**src/rtl/hawk_axi_line_master.sv**
```systemverilog
// hawk_axi_line_master: turns single 64B line requests into 2-beat INCR
// AXI4 bursts, one transaction in flight, with a hung-slave watchdog.
module hawk_axi_line_master #(
    parameter int DATA_W  = 256,
    parameter int ID_W    = 6,
    parameter int ADDR_W  = 64,
    parameter int TIMEOUT = 1024
) (
    input  logic                    clk,
    input  logic                    rst_n,
    input  logic                    req_valid,
    output logic                    req_ready,
    input  logic                    req_we,
    input  logic [ADDR_W-1:0]       req_addr,
    input  logic [ID_W-1:0]         req_id,
    input  logic [2*DATA_W-1:0]     req_wdata,
    input  logic [2*DATA_W/8-1:0]   req_wstrb,
    output logic                    rsp_valid,
    input  logic                    rsp_ready,
    output logic                    rsp_we,
    output logic [ID_W-1:0]         rsp_id,
    output logic [2*DATA_W-1:0]     rsp_rdata,
    output logic                    rsp_err,
    output logic                    axi_awvalid,
    input  logic                    axi_awready,
    output logic [ID_W-1:0]         axi_awid,
    output logic [ADDR_W-1:0]       axi_awaddr,
    output logic [7:0]              axi_awlen,
    output logic [2:0]              axi_awsize,
    output logic [1:0]              axi_awburst,
    output logic                    axi_wvalid,
    input  logic                    axi_wready,
    output logic [DATA_W-1:0]       axi_wdata,
    output logic [DATA_W/8-1:0]     axi_wstrb,
    output logic                    axi_wlast,
    input  logic                    axi_bvalid,
    output logic                    axi_bready,
    input  logic [ID_W-1:0]         axi_bid,
    input  logic [1:0]              axi_bresp,
    output logic                    axi_arvalid,
    input  logic                    axi_arready,
    output logic [ID_W-1:0]         axi_arid,
    output logic [ADDR_W-1:0]       axi_araddr,
    output logic [7:0]              axi_arlen,
    output logic [2:0]              axi_arsize,
    output logic [1:0]              axi_arburst,
    input  logic                    axi_rvalid,
    output logic                    axi_rready,
    input  logic [ID_W-1:0]         axi_rid,
    input  logic [DATA_W-1:0]       axi_rdata,
    input  logic [1:0]              axi_rresp,
    input  logic                    axi_rlast
);

    localparam int STRB_W = DATA_W / 8;
    localparam int LINE_W = 2 * DATA_W;
    localparam int SIZE   = $clog2(STRB_W);
    localparam int WD_W   = (TIMEOUT > 1) ? $clog2(TIMEOUT) : 1;
    localparam logic [WD_W-1:0] WD_LAST = WD_W'((TIMEOUT > 0) ? TIMEOUT - 1 : 0);

    typedef enum logic [2:0] {
        IDLE, WR_AW, WR_W, WR_B, RD_AR, RD_R, RSP
    } state_t;

    state_t              state_q, state_d;
    logic                we_q;
    logic [ID_W-1:0]     id_q;
    logic [ADDR_W-1:0]   addr_q;
    logic [LINE_W-1:0]   wdata_q;
    logic [2*STRB_W-1:0] wstrb_q;
    logic [LINE_W-1:0]   rdata_q;
    logic                err_q;
    logic                cnt_q;
    logic [WD_W-1:0]     wd_q;

    logic active, expired, tmo;
    logic aw_hs, w_hs, b_hs, ar_hs, r_hs;
    logic unused_addr_bits;

    assign unused_addr_bits = ^req_addr[5:0];

    assign active = (state_q != IDLE) && (state_q != RSP);
    assign expired = (TIMEOUT != 0) && active && (wd_q == WD_LAST);

    assign aw_hs = (state_q == WR_AW) && axi_awready;
    assign w_hs  = (state_q == WR_W)  && axi_wready;
    assign b_hs  = (state_q == WR_B)  && axi_bvalid;
    assign ar_hs = (state_q == RD_AR) && axi_arready;
    assign r_hs  = (state_q == RD_R)  && axi_rvalid;

    always_comb begin
        state_d = state_q;
        tmo     = 1'b0;
        unique case (state_q)
            IDLE:  if (req_valid) state_d = req_we ? WR_AW : RD_AR;
            WR_AW: if (aw_hs) state_d = WR_W;
                   else if (expired) begin state_d = RSP; tmo = 1'b1; end
            WR_W:  if (w_hs && cnt_q) state_d = WR_B;
                   else if (expired) begin state_d = RSP; tmo = 1'b1; end
            WR_B:  if (b_hs) state_d = RSP;
                   else if (expired) begin state_d = RSP; tmo = 1'b1; end
            RD_AR: if (ar_hs) state_d = RD_R;
                   else if (expired) begin state_d = RSP; tmo = 1'b1; end
            RD_R:  if (r_hs && cnt_q) state_d = RSP;
                   else if (expired) begin state_d = RSP; tmo = 1'b1; end
            RSP:   if (rsp_ready) state_d = IDLE;
            default: state_d = IDLE;
        endcase
    end

    always_ff @(posedge clk or negedge rst_n) begin
        if (!rst_n) state_q <= IDLE;
        else        state_q <= state_d;
    end

    // Watchdog restarts on every state change so each phase gets a full budget
    always_ff @(posedge clk or negedge rst_n) begin
        if (!rst_n)                  wd_q <= '0;
        else if (state_d != state_q) wd_q <= '0;
        else if (active)             wd_q <= wd_q + WD_W'(1);
    end

    always_ff @(posedge clk or negedge rst_n) begin
        if (!rst_n) begin
            we_q    <= 1'b0;
            id_q    <= '0;
            addr_q  <= '0;
            wdata_q <= '0;
            wstrb_q <= '0;
            rdata_q <= '0;
            err_q   <= 1'b0;
            cnt_q   <= 1'b0;
        end else begin
            if (state_q == IDLE && req_valid) begin
                we_q    <= req_we;
                id_q    <= req_id;
                addr_q  <= {req_addr[ADDR_W-1:6], 6'd0};
                wdata_q <= req_wdata;
                wstrb_q <= req_wstrb;
                rdata_q <= '0;
                err_q   <= 1'b0;
                cnt_q   <= 1'b0;
            end
            if (w_hs) cnt_q <= ~cnt_q;
            if (b_hs) begin
                err_q <= err_q | (axi_bresp != 2'b00) | (axi_bid != id_q);
            end
            if (r_hs) begin
                cnt_q <= ~cnt_q;
                if (cnt_q) rdata_q[LINE_W-1:DATA_W] <= axi_rdata;
                else       rdata_q[DATA_W-1:0]      <= axi_rdata;
                // rlast must be low on beat 0 and high on beat 1
                err_q <= err_q | (axi_rresp != 2'b00) | (axi_rid != id_q)
                       | (axi_rlast != cnt_q);
            end
            if (tmo) err_q <= 1'b1;
        end
    end

    assign req_ready = (state_q == IDLE);

    assign axi_awvalid = (state_q == WR_AW);
    assign axi_awid    = id_q;
    assign axi_awaddr  = addr_q;
    assign axi_awlen   = 8'd1;
    assign axi_awsize  = 3'(SIZE);
    assign axi_awburst = 2'b01;

    assign axi_wvalid = (state_q == WR_W);
    assign axi_wdata  = cnt_q ? wdata_q[LINE_W-1:DATA_W] : wdata_q[DATA_W-1:0];
    assign axi_wstrb  = cnt_q ? wstrb_q[2*STRB_W-1:STRB_W] : wstrb_q[STRB_W-1:0];
    assign axi_wlast  = cnt_q;

    assign axi_bready = (state_q == WR_B);

    assign axi_arvalid = (state_q == RD_AR);
    assign axi_arid    = id_q;
    assign axi_araddr  = addr_q;
    assign axi_arlen   = 8'd1;
    assign axi_arsize  = 3'(SIZE);
    assign axi_arburst = 2'b01;

    assign axi_rready = (state_q == RD_R);

    assign rsp_valid = (state_q == RSP);
    assign rsp_we    = we_q;
    assign rsp_id    = id_q;
    assign rsp_rdata = rdata_q;
    assign rsp_err   = err_q;

endmodule

```
**config.mk**
```make
export PLATFORM = sky130hd
export DESIGN_NAME = hawk_axi_line_master
export DESIGN_NICKNAME = d
export VERILOG_FILES = /design/src/rtl/hawk_axi_line_master.sv
export SDC_FILE = /design/constraint.sdc
export NUM_CORES = 2
export LEC_CHECK = 0
export BUFFER_PORTS_ARGS = -buffer_cell sky130_fd_sc_hd__buf_2
export CAP_MARGIN = 20
export CORE_AREA = 4 4 741 743
export DETAILED_ROUTE_END_ITERATION = 8
export DIE_AREA = 0 0 745 747
export GPL_TIMING_DRIVEN = 0
export SYNTH_ARGS = -nofsm -noshare
export SYNTH_HDL_FRONTEND = slang
export SYNTH_SLANG_ARGS = --single-unit
export TNS_END_PERCENT = 30
```
**constraint.sdc**
```tcl
create_clock -name clk -period 2 [get_ports clk]
set_input_delay 0.3 -clock clk [delete_from_list [all_inputs] [get_ports clk]]
set_output_delay 0.3 -clock clk [all_outputs]
set_load 0.03 [all_outputs]
```
==> out/metrics.yaml <==
sta:
  finalClockSkew_ps: 91.8
  max-slew-margin-rel: 0.246
  rsz0062_at_grt: "yes"
  timing_hold_violations_final: 175
  hold_ws_ps: -635
  slew_viol_final: 0
  fin_crit_sh: 1.47
  setup_viol: 1511
  tightest_slew_ps: 1130
  fin_ws_ps: -947
  period_needed_ps: 2950
  fmax_ghz: 0.339
worst_setup_path:
  r2r_slack_ps: -870
  slowest_stage: "dfrtp_2"
  r2r-start: "axi_wlast"
  start_kind: "register"
  path_common_cell: "buf_12"
  slowest_delay_ps: 440
  reg2reg_to: "rsp_rdata[13]"
  crit_path_max_fanout: 9
  worst_r2r_path_depth: 10
  crit_family: "buffers and inverters"
  path_buf_inv: 6
  crit_type: "reg -> out"
  critPathRequiredTime_ps: 1700
  arrival_ps: 2650
  endpoint_kind: "primary output"
  crit_chain: "buf_12 > buf_12 > clkbuf_16 > buf_12 > clkbuf_16 > mux2_4 > buf_12"
logic_synthesis:
  yosysWarnings: 0
  async_reset_ff_frac: 1.00
  synth_mux_area_frac: 0.0661
  synth-simple-area-share: 0.231
  syn_avg_cell_area_sq_um: 8.99
  yosysSeqAreaShare: 0.592
  syn_area_sq_um: 49400
  synth_xor_area_frac: 0.00446
  ys.flop_type: "dfrtp_1"
  synth_seq_cells: 1168
  synth_top_family_by_area: "simple AND/OR/NAND/NOR gates"
  synth_edf_count: 0
  synth_adder_area_share: 0.000253
  syn_inst: 5495
  synth-compound-area-share: 0.0561
  synth.distinct_cells: 51
final_layout:
  final_common_cell: "nand2_1"
  final_cell_mix: "nand2_1 (2948), buf_2 (1802), dfrtp_1 (1167)"
  nets: 9535
  final_area_sq_um: 88000
  drive_gt1_frac: 0.331
  syn2layout_area_growth_pct: 78.2
clock_network:
  clock_latency_ps: 900
  cts_made_buffers: 156
  cts_tree: "done"
  clk_pin_slew_worst_paths_ps: 60
  cts_sinks: 1168
  clk_root_buffer_cell: "clkbuf_16"
  cts_max_path_buffers: 4
  htreeDepth: 4
global_routing:
  grt_first_pass_wirelength_um: 598000
  grt-busiest-layer: "met2"
  grt_overflow: 0
  grt_pass1_vias: 54333
  grt_usage: 0.167
  grt_max_degree: 153
  grt_use_met1: 0.174
  antenna_found_initial: 306
  grtUsageMet2: 0.286
  use_met3: 0.0574
power:
  p_total_w: 0.155
  leakagePower_nw: 42.5
  power_density_nw_per_um2: 1760
  irDropWorstVdd_mv: 1.00
route:
  wl_per_cell_um: 30.3
  via_per_inst: 3.42
  first_pass_iters: 9
  drc: 0
  via_count: 55295
  drt_iter0_markers: 5666
  ant_nets: 0
  drt-total-wl_um: 490000
placement:
  dp_hpwl_um: 414000
  numPortBuffers: 1866
  place_area_sq_um: 68600
  place.gp.congestion: 1.02
floorplan:
  dieHeight_um: 747
  die_w_um: 745
  start_util: 0.0910
  std_cell_rows: 271
  io_pins: 1911
  dieArea_sq_um: 557000
  coreArea_sq_um: 543000
worst_hold_path:
  hp-class: "in -> async"
status:
  failed_checks: "negative hold slack, negative setup slack"
  status: "finished with violations"
flow_run:
  cap_viol_max_count: 0
what timing repair did:
action | in CTS | in global routing
pin swaps | 1 | 4
setup endpoints to repair | 1720 | 1880
buffers inserted | 16 | 53
endpoints found under the hold margin | 1447 | 172
gates resized for setup | 500 | 432
cloned | 10 | 15
hold buffers | 922 | 6
per-layer routing:
layer	wire (um)	up-vias
met5	356	-
li1	-	23718
met3	49800	1115
met1	167000	27000
met4	39800	52
met2	233000	3410
through the flow:
stage          setup slack (ps)  hold slack [ps]  cells  utilization  setup TNS [ps]
2_1_floorplan              -137             4.41   5531            -          -38890
3_3_place_gp             -28770              452  14631        0.125               -
3_5_place_dp              -1940              270  14659        0.126        -2190080
4_1_cts                   -1090             -706  15886        0.157        -1032080
5_1_grt                   -1050             -666  16117        0.162        -1027620
6_report                   -947             -635  16173        0.162         -788090
how the worst max path moves through the flow:
stage	depth (start not counted)	to	start	slack, ps
global placement	1	rsp_rdata[247]	rst_n	-28770
floorplan	4	axi_wdata[198]	axi_wlast	-140
finish	7	axi_wstrb[14]	axi_wlast	-950
CTS	7	axi_wdata[167]	axi_wlast	-1090
global route	7	axi_wstrb[14]	axi_wlast	-1050
detailed placement	9	wdata_q[379]	req_valid	-1940
where the power goes:
group | internal, W | total, W | switching [W]
clock | 0.0171 | 0.0299 | 0.0128
combinational | 0.0265 | 0.0828 | 0.0562
sequential | 0.0332 | 0.0423 | 0.00906
area by class of cell:
| type | instances | area, sq um |
|---|---|---|
| flip-flops and latches | 1168 | 29200 |
| fillers | 61229 | 455000 |
| diodes | 212 | 531 |
| inverters | 4 | 15.0 |
| well taps | 7234 | 9050 |
| clock inverters | 69 | 856 |
| repair buffers | 2916 | 22000 |
| clock buffers | 211 | 4440 |
| plain buffers | 461 | 3590 |
| multi-input cells | 3898 | 18300 |
state kept, by name, indices dropped and copies added, names as in the netlist:
name	count
rsp_err	1
rsp_we	1
axi_arid	6
state_q	3
axi_wlast	1
rsp_rdata	512
wd_q	10
wdata_q	512
wstrb_q	64
axi_araddr	58
cell usage after synthesis (2+ instances only):
library cell / n / area (sq um)
clkbuf_1: 233 / 875
nor4_1: 13 / 81.3
o211ai_1: 2 / 15.0
o21ai_0: 409 / 2050
nor2_1: 6 / 22.5
inv_1: 4 / 15.0
xnor2_1: 7 / 61.3
nor3_1: 3 / 15.0
a22o_1: 3 / 26.3
nand2b_1: 2 / 12.5
buf_6: 23 / 259
nand2_1: 2957 / 11100
nor3b_1: 3 / 22.5
and4_1: 2 / 17.5
o21ai_1: 111 / 556
mux2_2: 288 / 3240
and3_1: 2 / 12.5
a21oi_1: 3 / 15.0
buf_2: 89 / 445
xor2_1: 15 / 131
and2_1: 2 / 12.5
nand3_1: 7 / 35.0
buf_4: 114 / 856
dfrtp_1: 1168 / 29200
mux2i_1: 2 / 20.0
conb_1: 2 / 7.51
kinds of logic (layout without fill, tap and decap cells):
kind of cell | Yosys count | after routing
adders and majority gates | 1 | 1
xor gates and xnor gates | 23 | 23
AOI/OAI and AO/OA | 540 | 540
buffers and inverters | 465 | 3661
DFF | 1168 | 1168
muxes | 290 | 290
other | 2 | 250
and+or+nand+nor | 3006 | 3006
worst register-to-register path, stage by stage (launching register included):
cell,delay [ps]
dfrtp_2,440
buf_12,160
buf_12,140
buf_4,140
buf_8,120
nor2_4,130
buf_12,150
buf_4,220
buf_4,220
clkbuf_1,770
o21ai_0,280
No activity file was read; power rests on OpenSTA's default activity.
